## src/rtl/snow64_instr_issue_scheduler_pkg.sv

```systemverilog
// Shared types and constants for the Snow64 instruction issue scheduler.
package PkgSnow64IssueSched;

  localparam int REG_IDX_W = 4;

  // Decoder instruction groups; the scheduler steers on this field alone.
  typedef enum logic [1:0] {
    IgAlu   = 2'd0,
    IgCtrl  = 2'd1,
    IgLoad  = 2'd2,
    IgStore = 2'd3
  } InstrGroup;

  // Opcode values used by the scheduler's neighbours; oper is group-relative.
  localparam logic [3:0] OpAdd       = 4'h0;
  localparam logic [3:0] OpSub       = 4'h1;
  localparam logic [3:0] OpBad0_Iog0 = 4'hf;
  localparam logic [3:0] OpBtru      = 4'h2;
  localparam logic [3:0] OpLdU8      = 4'h0;

  typedef struct packed {
    logic                 nop;
    InstrGroup            group;
    logic [REG_IDX_W-1:0] ra;
    logic [REG_IDX_W-1:0] rb;
    logic [REG_IDX_W-1:0] rc;
    logic [3:0]           oper;
    logic [15:0]          imm;
  } PortOut_InstrDecoder;

  typedef enum logic [1:0] {
    StIdle     = 2'd0,
    StHold     = 2'd1,
    StWaitCtrl = 2'd2
  } IssueSchedState;

  typedef enum logic [1:0] {
    UnitAlu  = 2'd0,
    UnitCtrl = 2'd1,
    UnitLsu  = 2'd2
  } ExecUnit;

  // Tables indexed by the InstrGroup value (bit n = group n).
  localparam ExecUnit    GROUP_UNIT [4]   = '{UnitAlu, UnitCtrl, UnitLsu, UnitLsu};
  localparam logic [3:0] GROUP_WRITES_RA  = 4'b0101;
  localparam logic [3:0] GROUP_READS_RA   = 4'b1010;
  localparam logic [3:0] GROUP_READS_RBRC = 4'b1101;

endpackage

```

## src/rtl/snow64_reg_scoreboard.sv

```systemverilog
// Busy-bit scoreboard: one bit per architectural register, set on issue of a
// writing instruction and cleared on writeback. Lookups see registered state.
module snow64_reg_scoreboard #(
  parameter int NUM_REGS = 16,
  parameter int IDX_W    = $clog2(NUM_REGS)
) (
  input  logic                clk,
  input  logic                rst,
  input  logic                set_valid,
  input  logic [IDX_W-1:0]    set_index,
  input  logic                clr_valid,
  input  logic [IDX_W-1:0]    clr_index,
  input  logic [IDX_W-1:0]    rd_a_index,
  input  logic [IDX_W-1:0]    rd_b_index,
  input  logic [IDX_W-1:0]    rd_c_index,
  input  logic [IDX_W-1:0]    wr_index,
  output logic [NUM_REGS-1:0] busy,
  output logic                rd_a_busy,
  output logic                rd_b_busy,
  output logic                rd_c_busy,
  output logic                wr_busy
);

  // Busy bits: clear on writeback, set on issue; different indices both land.
  // NOTE: the busy bits are ordinary flops that must read clear after reset, so
  // they are reset like any other state rather than treated as an unreset RAM.
  always_ff @(posedge clk or posedge rst) begin
    if (rst) begin
      busy <= '0;
    end else begin
      // NOTE: non-blocking assignments keep every flop sampling pre-edge values,
      // so the later set cannot be observed by the clear within the same edge.
      if (clr_valid) busy[clr_index] <= 1'b0;
      if (set_valid) busy[set_index] <= 1'b1;
    end
  end

  assign rd_a_busy = busy[rd_a_index];
  assign rd_b_busy = busy[rd_b_index];
  assign rd_c_busy = busy[rd_c_index];
  assign wr_busy   = busy[wr_index];

endmodule

```

## src/rtl/snow64_instr_issue_scheduler.sv

```systemverilog
// One-entry issue stage: holds a decoded instruction, checks it against the
// register scoreboard and offers it to the ALU, branch unit or LSU.
import PkgSnow64IssueSched::*;

module snow64_instr_issue_scheduler #(
  parameter int NUM_REGS       = 16,
  parameter int WIDTH__PERFCNT = 32
) (
  input  logic                        clk,
  input  logic                        rst,
  input  logic                        in_dec_valid,
  output logic                        out_dec_ready,
  input  PortOut_InstrDecoder         in_dec,
  output logic                        out_alu_valid,
  input  logic                        in_alu_ready,
  output logic                        out_ctrl_valid,
  input  logic                        in_ctrl_ready,
  output logic                        out_lsu_valid,
  input  logic                        in_lsu_ready,
  output PortOut_InstrDecoder         out_issue_instr,
  input  logic                        in_ctrl_done,
  input  logic                        in_ctrl_flush,
  input  logic                        in_wb_valid,
  input  logic [$clog2(NUM_REGS)-1:0] in_wb_index,
  output logic [WIDTH__PERFCNT-1:0]   out_stall_cycles
);

  localparam int IDX_W = $clog2(NUM_REGS);

  IssueSchedState      state, state_next;
  PortOut_InstrDecoder held_instr;
  ExecUnit             held_unit;
  logic                reads_ra, reads_rbrc, writes_ra;
  logic                ra_busy, rb_busy, rc_busy, wr_busy;
  logic                hazard, issue_ok, handshake, retire, retire_to_ctrl;
  logic                dec_accept, set_valid;
  logic [NUM_REGS-1:0] busy_unused;

  assign held_unit  = GROUP_UNIT[held_instr.group];
  assign reads_ra   = GROUP_READS_RA[held_instr.group];
  assign reads_rbrc = GROUP_READS_RBRC[held_instr.group];
  assign writes_ra  = GROUP_WRITES_RA[held_instr.group];

  snow64_reg_scoreboard #(
    .NUM_REGS (NUM_REGS),
    .IDX_W    (IDX_W)
  ) u_scoreboard (
    .clk        (clk),
    .rst        (rst),
    .set_valid  (set_valid),
    .set_index  (held_instr.ra),
    .clr_valid  (in_wb_valid),
    .clr_index  (in_wb_index),
    .rd_a_index (held_instr.ra),
    .rd_b_index (held_instr.rb),
    .rd_c_index (held_instr.rc),
    .wr_index   (held_instr.ra),
    .busy       (busy_unused),
    .rd_a_busy  (ra_busy),
    .rd_b_busy  (rb_busy),
    .rd_c_busy  (rc_busy),
    .wr_busy    (wr_busy)
  );

  // Hazard: any register the held instruction touches is still in flight.
  assign hazard   = (reads_ra & ra_busy) | (reads_rbrc & (rb_busy | rc_busy))
                  | (writes_ra & wr_busy);
  assign issue_ok = (state == StHold) & ~held_instr.nop & ~hazard;

  assign handshake      = (out_alu_valid & in_alu_ready) | (out_ctrl_valid & in_ctrl_ready)
                        | (out_lsu_valid & in_lsu_ready);
  // A nop retires from HOLD on its own and counts as a handshake for accept.
  assign retire         = (state == StHold) & (held_instr.nop | handshake);
  assign retire_to_ctrl = handshake & (held_unit == UnitCtrl);
  assign dec_accept     = in_dec_valid & out_dec_ready;
  assign set_valid      = handshake & writes_ra;

  // State register.
  always_ff @(posedge clk or posedge rst) begin
    if (rst) state <= StIdle;
    else     state <= state_next;
  end

  // Next state, unit valids and decoder ready.
  always_comb begin
    // NOTE: every output gets a default first so no path leaves one unassigned,
    // which would otherwise infer a latch.
    state_next     = state;
    out_alu_valid  = issue_ok & (held_unit == UnitAlu);
    out_ctrl_valid = issue_ok & (held_unit == UnitCtrl);
    out_lsu_valid  = issue_ok & (held_unit == UnitLsu);
    out_dec_ready  = 1'b0;
    unique case (state)
      StIdle: begin
        out_dec_ready = ~rst;
        if (dec_accept) state_next = StHold;
      end
      StHold: begin
        out_dec_ready = ~rst & retire & ~retire_to_ctrl;
        if (retire_to_ctrl)  state_next = StWaitCtrl;
        else if (retire)     state_next = dec_accept ? StHold : StIdle;
      end
      StWaitCtrl: begin
        // Both exits land in IDLE: the decoder refetches after a redirect, and
        // nothing is held here that a flush would have to discard.
        if (in_ctrl_done) begin
          if (in_ctrl_flush) state_next = StIdle;
          else               state_next = StIdle;
        end
      end
      default: state_next = StIdle;
    endcase
  end

  // Issue register: loaded on accept, stable while a unit valid is up.
  always_ff @(posedge clk or posedge rst) begin
    if (rst)             held_instr <= '0;
    else if (dec_accept) held_instr <= in_dec;
  end

  // Saturating count of HOLD cycles that end without a retire.
  always_ff @(posedge clk or posedge rst) begin
    if (rst) begin
      out_stall_cycles <= '0;
    end else if ((state == StHold) && !retire && (out_stall_cycles != '1)) begin
      out_stall_cycles <= out_stall_cycles + WIDTH__PERFCNT'(1);
    end
  end

  assign out_issue_instr = held_instr;

endmodule
```

## config.mk

```make
export PLATFORM = sky130hd
export DESIGN_NAME = snow64_instr_issue_scheduler
export DESIGN_NICKNAME = d
export VERILOG_FILES = /design/src/rtl/snow64_instr_issue_scheduler_pkg.sv /design/src/rtl/snow64_reg_scoreboard.sv /design/src/rtl/snow64_instr_issue_scheduler.sv
export SDC_FILE = /design/constraint.sdc
export NUM_CORES = 1
export LEC_CHECK = 0
export ABC_AREA = 0
export CAP_MARGIN = 0
export CORE_AREA = 2 2 141 88
export DETAILED_ROUTE_END_ITERATION = 7
export DIE_AREA = 0 0 143 90
export PLACE_DENSITY = 0.81
export SKIP_LAST_GASP = 1
export SYNTH_ARGS = -nofsm -noshare
export SYNTH_HDL_FRONTEND = slang
export SYNTH_HIERARCHICAL = 1
export SYNTH_SLANG_ARGS = --single-unit
```

## constraint.sdc

```tcl
create_clock -name clk -period 2.8 [get_ports clk]
set_input_delay 0.56 -clock clk [delete_from_list [all_inputs] [get_ports clk]]
set_output_delay 0.56 -clock clk [all_outputs]
set_load 0.02 [all_outputs]
```

; Yosys cells after proc, flatten, opt, wreduce, memory -nomap -nowiden
; Cells that the tools add are included.
[totals]
latch_bits = 0
out_inout_bits = 71
rom_bits = 0
word_cells = 94
n_memories = 0
in_bits = 48
register_bits = 85
ram_bits = 0
[op_classes]
muxes = 28
multipliers = 0
add_sub_neg = 1
n_shift = 0
reduce_logical = 8
magnitude_cmp = 8
n_eq_ne = 8
div_mod_pow = 0
bitwise = 31
[ops]
columns = cell, count
row1 = adder 32 x 1 -> 32 bit (second input constant), 1
row2 = 2-to-1 mux 16 bit, 2
row3 = != test 32 bit (second input constant), 1
row4 = < comparator 4 x 5 -> 1 bit (second input constant), 4
row5 = AND 1 bit, 17
row6 = AND 16 bit, 1
row7 = inverter 16 bit, 1
row8 = OR 16 bit, 1
row9 = binary-select mux 1 bit (select 4 bit), 3
row10 = 2-to-1 mux 2 bit, 6
row11 = 2-to-1 mux 1 bit, 9
row12 = demux 1 bit (select 4 bit), 2
row13 = >= comparator 4 x 1 -> 1 bit (second input constant), 2
row14 = binary-select mux 1 bit (select 2 bit), 3
row15 = OR 1 bit, 6
row16 = one-hot mux 2 bit (3 select lines), 1
row17 = binary-select mux 2 bit (select 2 bit), 1
row18 = == test 2 x 1 -> 1 bit (second input constant), 2
row19 = == test 2 bit (second input constant), 2
row20 = logical AND 1 bit, 4
row21 = zero test 2 bit, 2
row22 = != test 2 bit (second input constant), 2
row23 = inverter 1 bit, 4
row24 = >= comparator 3 bit (second input constant), 1
row25 = other kinds (6), 6

; Depth between registers and ports, before layout
[depth]
depth_word = 22
depth_mapped = 9
depth_no_buf = 8

; By module
; The synthesis kept the hierarchy.
[modules_own_cells]
columns = module, cells_per_inst, seq_area_each_um2, n_inst, area_each_um2
row1 = snow64_instr_issue_scheduler, 257, 1726.7, 1, 3295.7
row2 = snow64_reg_scoreboard, 95, 400.4, 1, 1224.9

; Worst setup path after synthesis
; Ideal clock, no wire load.
[synth_timing]
path_kind = register to output
startpoint = reg held_instr, in the netlist out_issue_instr[29]
endpoint = out out_dec_ready
arrival_ns = 2.753
n_path_buf = 0
path_stages_with_launch = 8
t_required_ns = 2.240
setup_slack_ns = -0.513
cell_sequence = dfrtp_1 mux4_1 mux2i_1 mux2i_1 mux2i_1 nand2_4 o311ai_4 nor3b_1
[synth_via]
elab_chain_cells = 16
word_cells_on_any_way = 23
classes_between = mux (3) / bitwise (20)
[synth_lines]
columns = item, line
row1 = "start, declared", snow64_instr_issue_scheduler.sv:31  ; PortOut_InstrDecoder held_instr;
row2 = "start signal, assigned", snow64_instr_issue_scheduler.sv:118  ; else if (dec_accept) held_instr <= in_dec;
row3 = binary-select mux 1 bit (select 4 bit) (*), snow64_reg_scoreboard.sv:38  ; assign rd_a_busy = busy[rd_a_index];
row4 = 2-to-1 mux 1 bit (implied by the code) (*), snow64_reg_scoreboard.sv:38
row5 = via ra_busy, snow64_instr_issue_scheduler.sv:34  ; logic ra_busy, rb_busy, rc_busy, wr_busy;
row6 = AND 1 bit, snow64_instr_issue_scheduler.sv:66  ; assign hazard = (reads_ra & ra_busy) | (reads_rbrc & (rb_busy | rc_busy))
row7 = OR 1 bit, snow64_instr_issue_scheduler.sv:66
row8 = OR 1 bit (*), snow64_instr_issue_scheduler.sv:67  ; | (writes_ra & wr_busy);
row9 = inverter 1 bit (*), snow64_instr_issue_scheduler.sv:68  ; assign issue_ok = (state == StHold) & ~held_instr.nop & ~hazard;
row10 = AND 1 bit (*), snow64_instr_issue_scheduler.sv:68
row11 = AND 1 bit (on tied branches), "snow64_instr_issue_scheduler.sv:89, snow64_instr_issue_scheduler.sv:90"
row12 = AND 1 bit, snow64_instr_issue_scheduler.sv:70  ; assign handshake = (out_alu_valid & in_alu_ready) | (out_ctrl_valid & in_ctrl_ready)
row13 = OR 1 bit, snow64_instr_issue_scheduler.sv:70
row14 = OR 1 bit (*), snow64_instr_issue_scheduler.sv:71  ; | (out_lsu_valid & in_lsu_ready);
row15 = OR 1 bit, snow64_instr_issue_scheduler.sv:73  ; assign retire = (state == StHold) & (held_instr.nop | handshake);
row16 = AND 1 bit, snow64_instr_issue_scheduler.sv:73
row17 = AND 1 bit, snow64_instr_issue_scheduler.sv:99  ; out_dec_ready = ~rst & retire & ~retire_to_ctrl;
row18 = AND 1 bit (*), snow64_instr_issue_scheduler.sv:99
row19 = one-hot mux 1 bit (2 select lines) (*), snow64_instr_issue_scheduler.sv:93  ; unique case (state)
row20 = "end, declared", snow64_instr_issue_scheduler.sv:12  ; output logic out_dec_ready,
; The timed path passes the listed nets; every way through them passes the cells marked *. The select of a mux whose other input is x is not followed.

; Worst setup path in the final report
[layout_timing]
startpoint = reg held_instr, in the netlist out_issue_instr[29]
endpoint = out out_dec_ready
[layout_via]
elab_chain_cells = 16
word_cells_on_any_way = 23
classes_between = mux (3) / bitwise (20)
[layout_lines]
columns = item, line
row1 = binary-select mux 1 bit (select 4 bit) (*), snow64_reg_scoreboard.sv:41  ; assign wr_busy = busy[wr_index];
row2 = 2-to-1 mux 1 bit (implied by the code) (*), snow64_reg_scoreboard.sv:41
row3 = via wr_busy, snow64_instr_issue_scheduler.sv:34
row4 = AND 1 bit, snow64_instr_issue_scheduler.sv:66
row5 = OR 1 bit, snow64_instr_issue_scheduler.sv:66
row6 = OR 1 bit (*), snow64_instr_issue_scheduler.sv:67
row7 = inverter 1 bit (*), snow64_instr_issue_scheduler.sv:68
row8 = AND 1 bit (*), snow64_instr_issue_scheduler.sv:68
row9 = AND 1 bit (on tied branches), "snow64_instr_issue_scheduler.sv:89, snow64_instr_issue_scheduler.sv:90"
row10 = AND 1 bit, snow64_instr_issue_scheduler.sv:70
row11 = OR 1 bit, snow64_instr_issue_scheduler.sv:70
row12 = OR 1 bit (*), snow64_instr_issue_scheduler.sv:71
row13 = OR 1 bit, snow64_instr_issue_scheduler.sv:73
row14 = AND 1 bit, snow64_instr_issue_scheduler.sv:73
row15 = AND 1 bit, snow64_instr_issue_scheduler.sv:99
row16 = AND 1 bit (*), snow64_instr_issue_scheduler.sv:99
row17 = one-hot mux 1 bit (2 select lines) (*), snow64_instr_issue_scheduler.sv:93
; Marked as above.

==> results by group <==
Outcome
  • Status: finished, violations left
  • Failing checks: setup timing

Final layout
  • Area delta synth->final: 44.87%
  • Final #Nets: 562
  • Fill cells: 961
  • Layout Cells excl Fill: 683
  • Ant. Diodes: 0
  • Share of cells above drive strength 1: 28.38%
  • Finished Core Util: 56.09%

CTS
  • # hold bufs at CTS: 0
  • Root Buffer: clkbuf_16
  • CTS Buf Count: 9
  • Clock sinks: 85
  • Longest Clk Path Bufs: 2
  • TritonCTS clock tree: built
  • Clk_lat worst skew: 0.33 ns
  • Clk slew on worst S/H paths: 0.06 ns
  • CTS H-tree depth: 3

Synthesis
  • Synth Flop Type: dfrtp_1
  • Post-synth net total: 401
  • Post-synth EDFFs: 0
  • Post-synth top area share: 47.05%
  • Register area share after synthesis: 47.05%
  • Commonest cells post-synth: 85 x dfrtp_1, 29 x mux2_4, 29 x o21ai_0
  • Synth Warn #: 6
  • Avg Cell Area, Syn: 12.84 um^2
  • Netlist cell types: 52
  • Synthesis-stage register bit count: 85
  • Async S/R FF share, synth: 100.0%
  • Post-synthesis cell count: 352
  • Top-count cell post-synth: dfrtp_1
  • Cell accounting for the most synthesized area: dfrtp_1
  • Ranking of synthesized cells by area: dfrtp_1 47%, mux2_4 9.6%, mux4_1 9.3%
  • Post-Syn Area: 4521 um^2

Timing
  • Slew Limit Fails: 0
  • Layout Skew: 0.009920 ns
  • Post-layout minimum cycle time: 3.058 ns
  • PnR worst setup slack: -0.2584 ns
  • Sum of negative setup slack: -2.091 ns
  • RSZ-0062 raised after global routing: true
  • Hold Vio Cnt, Final: 0
  • Fmax: 0.3270 GHz
  • Fin crit share: 109.2%
  • Slew headroom: 57.06%
  • Final setup fails: 25
  • Worst-margin pin slew: 0.6434 ns

Global route
  • Global route overflow: 0
  • Initial antenna violation count: 2
  • Tot GR Track Use: 19.58%
  • First-pass GRT wire length: 19,480 um
  • Vias in the first global route: 3,536
  • Largest net degree at the start of global routing: 61

Route
  • Via-to-Cell Ratio: 5.231
  • Avg WL per Cell: 18.41 um
  • DRC: 0
  • Post-DRT Antenna Nets: 0
  • Total wire length: 12,570 um
  • First-pass iteration count of the detailed router: 4
  • Vias: 3,573
  • Initial DRC Count: 177

Setup path
  • Crit Reg-Reg Endpoint: out_stall_cycles[1]
  • CP startpoint kind: flop
  • Crit path kind: reg -> out
  • CP Capture Type: output port
  • R2R Path Start: u_scoreboard/busy[12]
  • Register-to-register setup slack: -0.10 ns
  • Critical path destination: out_dec_ready
  • R2r worst-path depth: 10
  • Worst Path Arrival: 2.50 ns
  • CP required: 2.24 ns
  • Crit. Startpoint: out_issue_instr[29]
  • Crit path max fanout: 6

Die
  • Die Y: 90 um
  • Initial Utilization: 38.72%
  • I/O Pins: 119
  • Die Area: 12,870 um^2
  • DIE WIDTH: 143 um
  • Core area: 11,670 um^2
  • Row count: 31

Place
  • Pre-CTS WS: -0.4530 ns
  • Placed insts: 661
  • Final Wtd Congestion: 0.9009
  • DP HPWL: 9384 um
  • IO buf count: 117

Pwr
  • PwrDens: 982.3 nW/um^2
  • Power Total: 0.006433 W
  • Pleak: 2.899 nW
  • Max VDD drop: 0.4004 mV

Min path
  • Worst min path class: reg -> reg

Job
  • Number of max-cap violations: 0
-- metrics by stage --
| stage | hold slack [ns] | area, um^2 |
|---|---|---|
| after floorplan | 0.4737 | 4546 |
| after global placement | 0.4820 | 6148 |
| after detailed placement | 0.4846 | 6148 |
| after CTS | 0.4984 | 6451 |
| after global routing | 0.5165 | 6549 |
| final | 0.4963 | 6549 |
-- critical path: stages, from the launching register on --
cell	delay, ns
dfrtp_2	0.45
mux4_2	0.51
mux2i_1	0.17
mux2i_1	0.10
mux2i_1	0.22
nand2_4	0.09
o311ai_4	0.27
nor3b_4	0.23
buf_6	0.14
-- placed cells by master (no fill, tap or decap), drive strengths merged, types with 11 or more instances in the layout --
| master | n |
|---|---|
| clkdlybuf4s50 | 113 |
| dfrtp | 85 |
| buf | 45 |
| mux2 | 35 |
| o21ai | 31 |
| xor2 | 28 |
| nand2 | 18 |
| mux4 | 16 |
| nor3 | 16 |
| nor4 | 15 |
| inv | 15 |
| mux2i | 13 |
| clkbuf | 11 |
-- area by class of cell --
| type | instances | area, um^2 | area share [%] |
|---|---|---|---|
| clock inverters | 6 | 46.29 | 0.7069 |
| clock buffers | 10 | 229.0 | 3.496 |
| repair buffers | 159 | 1577 | 24.07 |
| multi-input cells | 246 | 2303 | 35.17 |
| flip-flops and latches | 85 | 2142 | 32.71 |
| well taps | 165 | 206.4 | 3.152 |
| inverters | 12 | 45.04 | 0.6878 |
-- metal layers --
metal	track usage (%)	wire [um]	part of all wire (%)	vias up
li1	-	-	-	1640
met1	29.32	5983	48	1761
met2	27.99	5384	43	157
met3	5.914	1081	8.6	13
met4	3.960	112	0.89	2
met5	0	11	0.087	-
-- repair_timing --
item                                    4_1_cts  5_1_grt
resized for setup                            63       21
buffers inserted                              2        2
endpoints found under the setup margin       51       75
pin swaps                                     4       12
cloned                                        0        2
-- power breakdown --
| part | total [W] | switching [W] | internal [W] | leakage [nW] |
|---|---|---|---|---|
| Clock | 0.00111 | 0.000496 | 0.000609 | 0.130 |
| Combinational | 0.00328 | 0.00144 | 0.00184 | 1.70 |
| Sequential | 0.00205 | 0.000432 | 0.00162 | 1.07 |
-- sequential cells by signal, summed over array words and instances (netlist names) --
register	cells
out_issue_instr	35
u_scoreboard/busy	16
out_stall_cycles	32
state	2
-- how the worst min path moves through the flow --
stage / startpoint / endpoint / slack, ns / depth (start not counted)
3_3_place_gp: out_stall_cycles[20] / out_stall_cycles[20] / 0.48 / 1
4_1_cts: out_stall_cycles[23] / out_stall_cycles[23] / 0.50 / 1
3_5_place_dp: out_stall_cycles[23] / out_stall_cycles[23] / 0.48 / 1
6_report: out_stall_cycles[20] / out_stall_cycles[20] / 0.50 / 1
5_1_grt: out_stall_cycles[20] / out_stall_cycles[20] / 0.52 / 1
2_1_floorplan: rst / u_scoreboard/busy[0] / 0.47 / 1
-- cells by family (layout without fill, tap and decap cells) --
family	count (synthesis)	count (layout)	share of synthesized area [%]
and+or+nand+nor	109	109	14.86
AOI/OAI and AO/OA	42	42	6.145
DFF	85	85	47.05
muxes	64	64	23.30
adders and majority gates	1	1	0.2767
buffers and inverters	21	187	2.546
xor gates and xnor gates	30	30	5.813
Note: power is estimated with default switching activity, not from simulation.
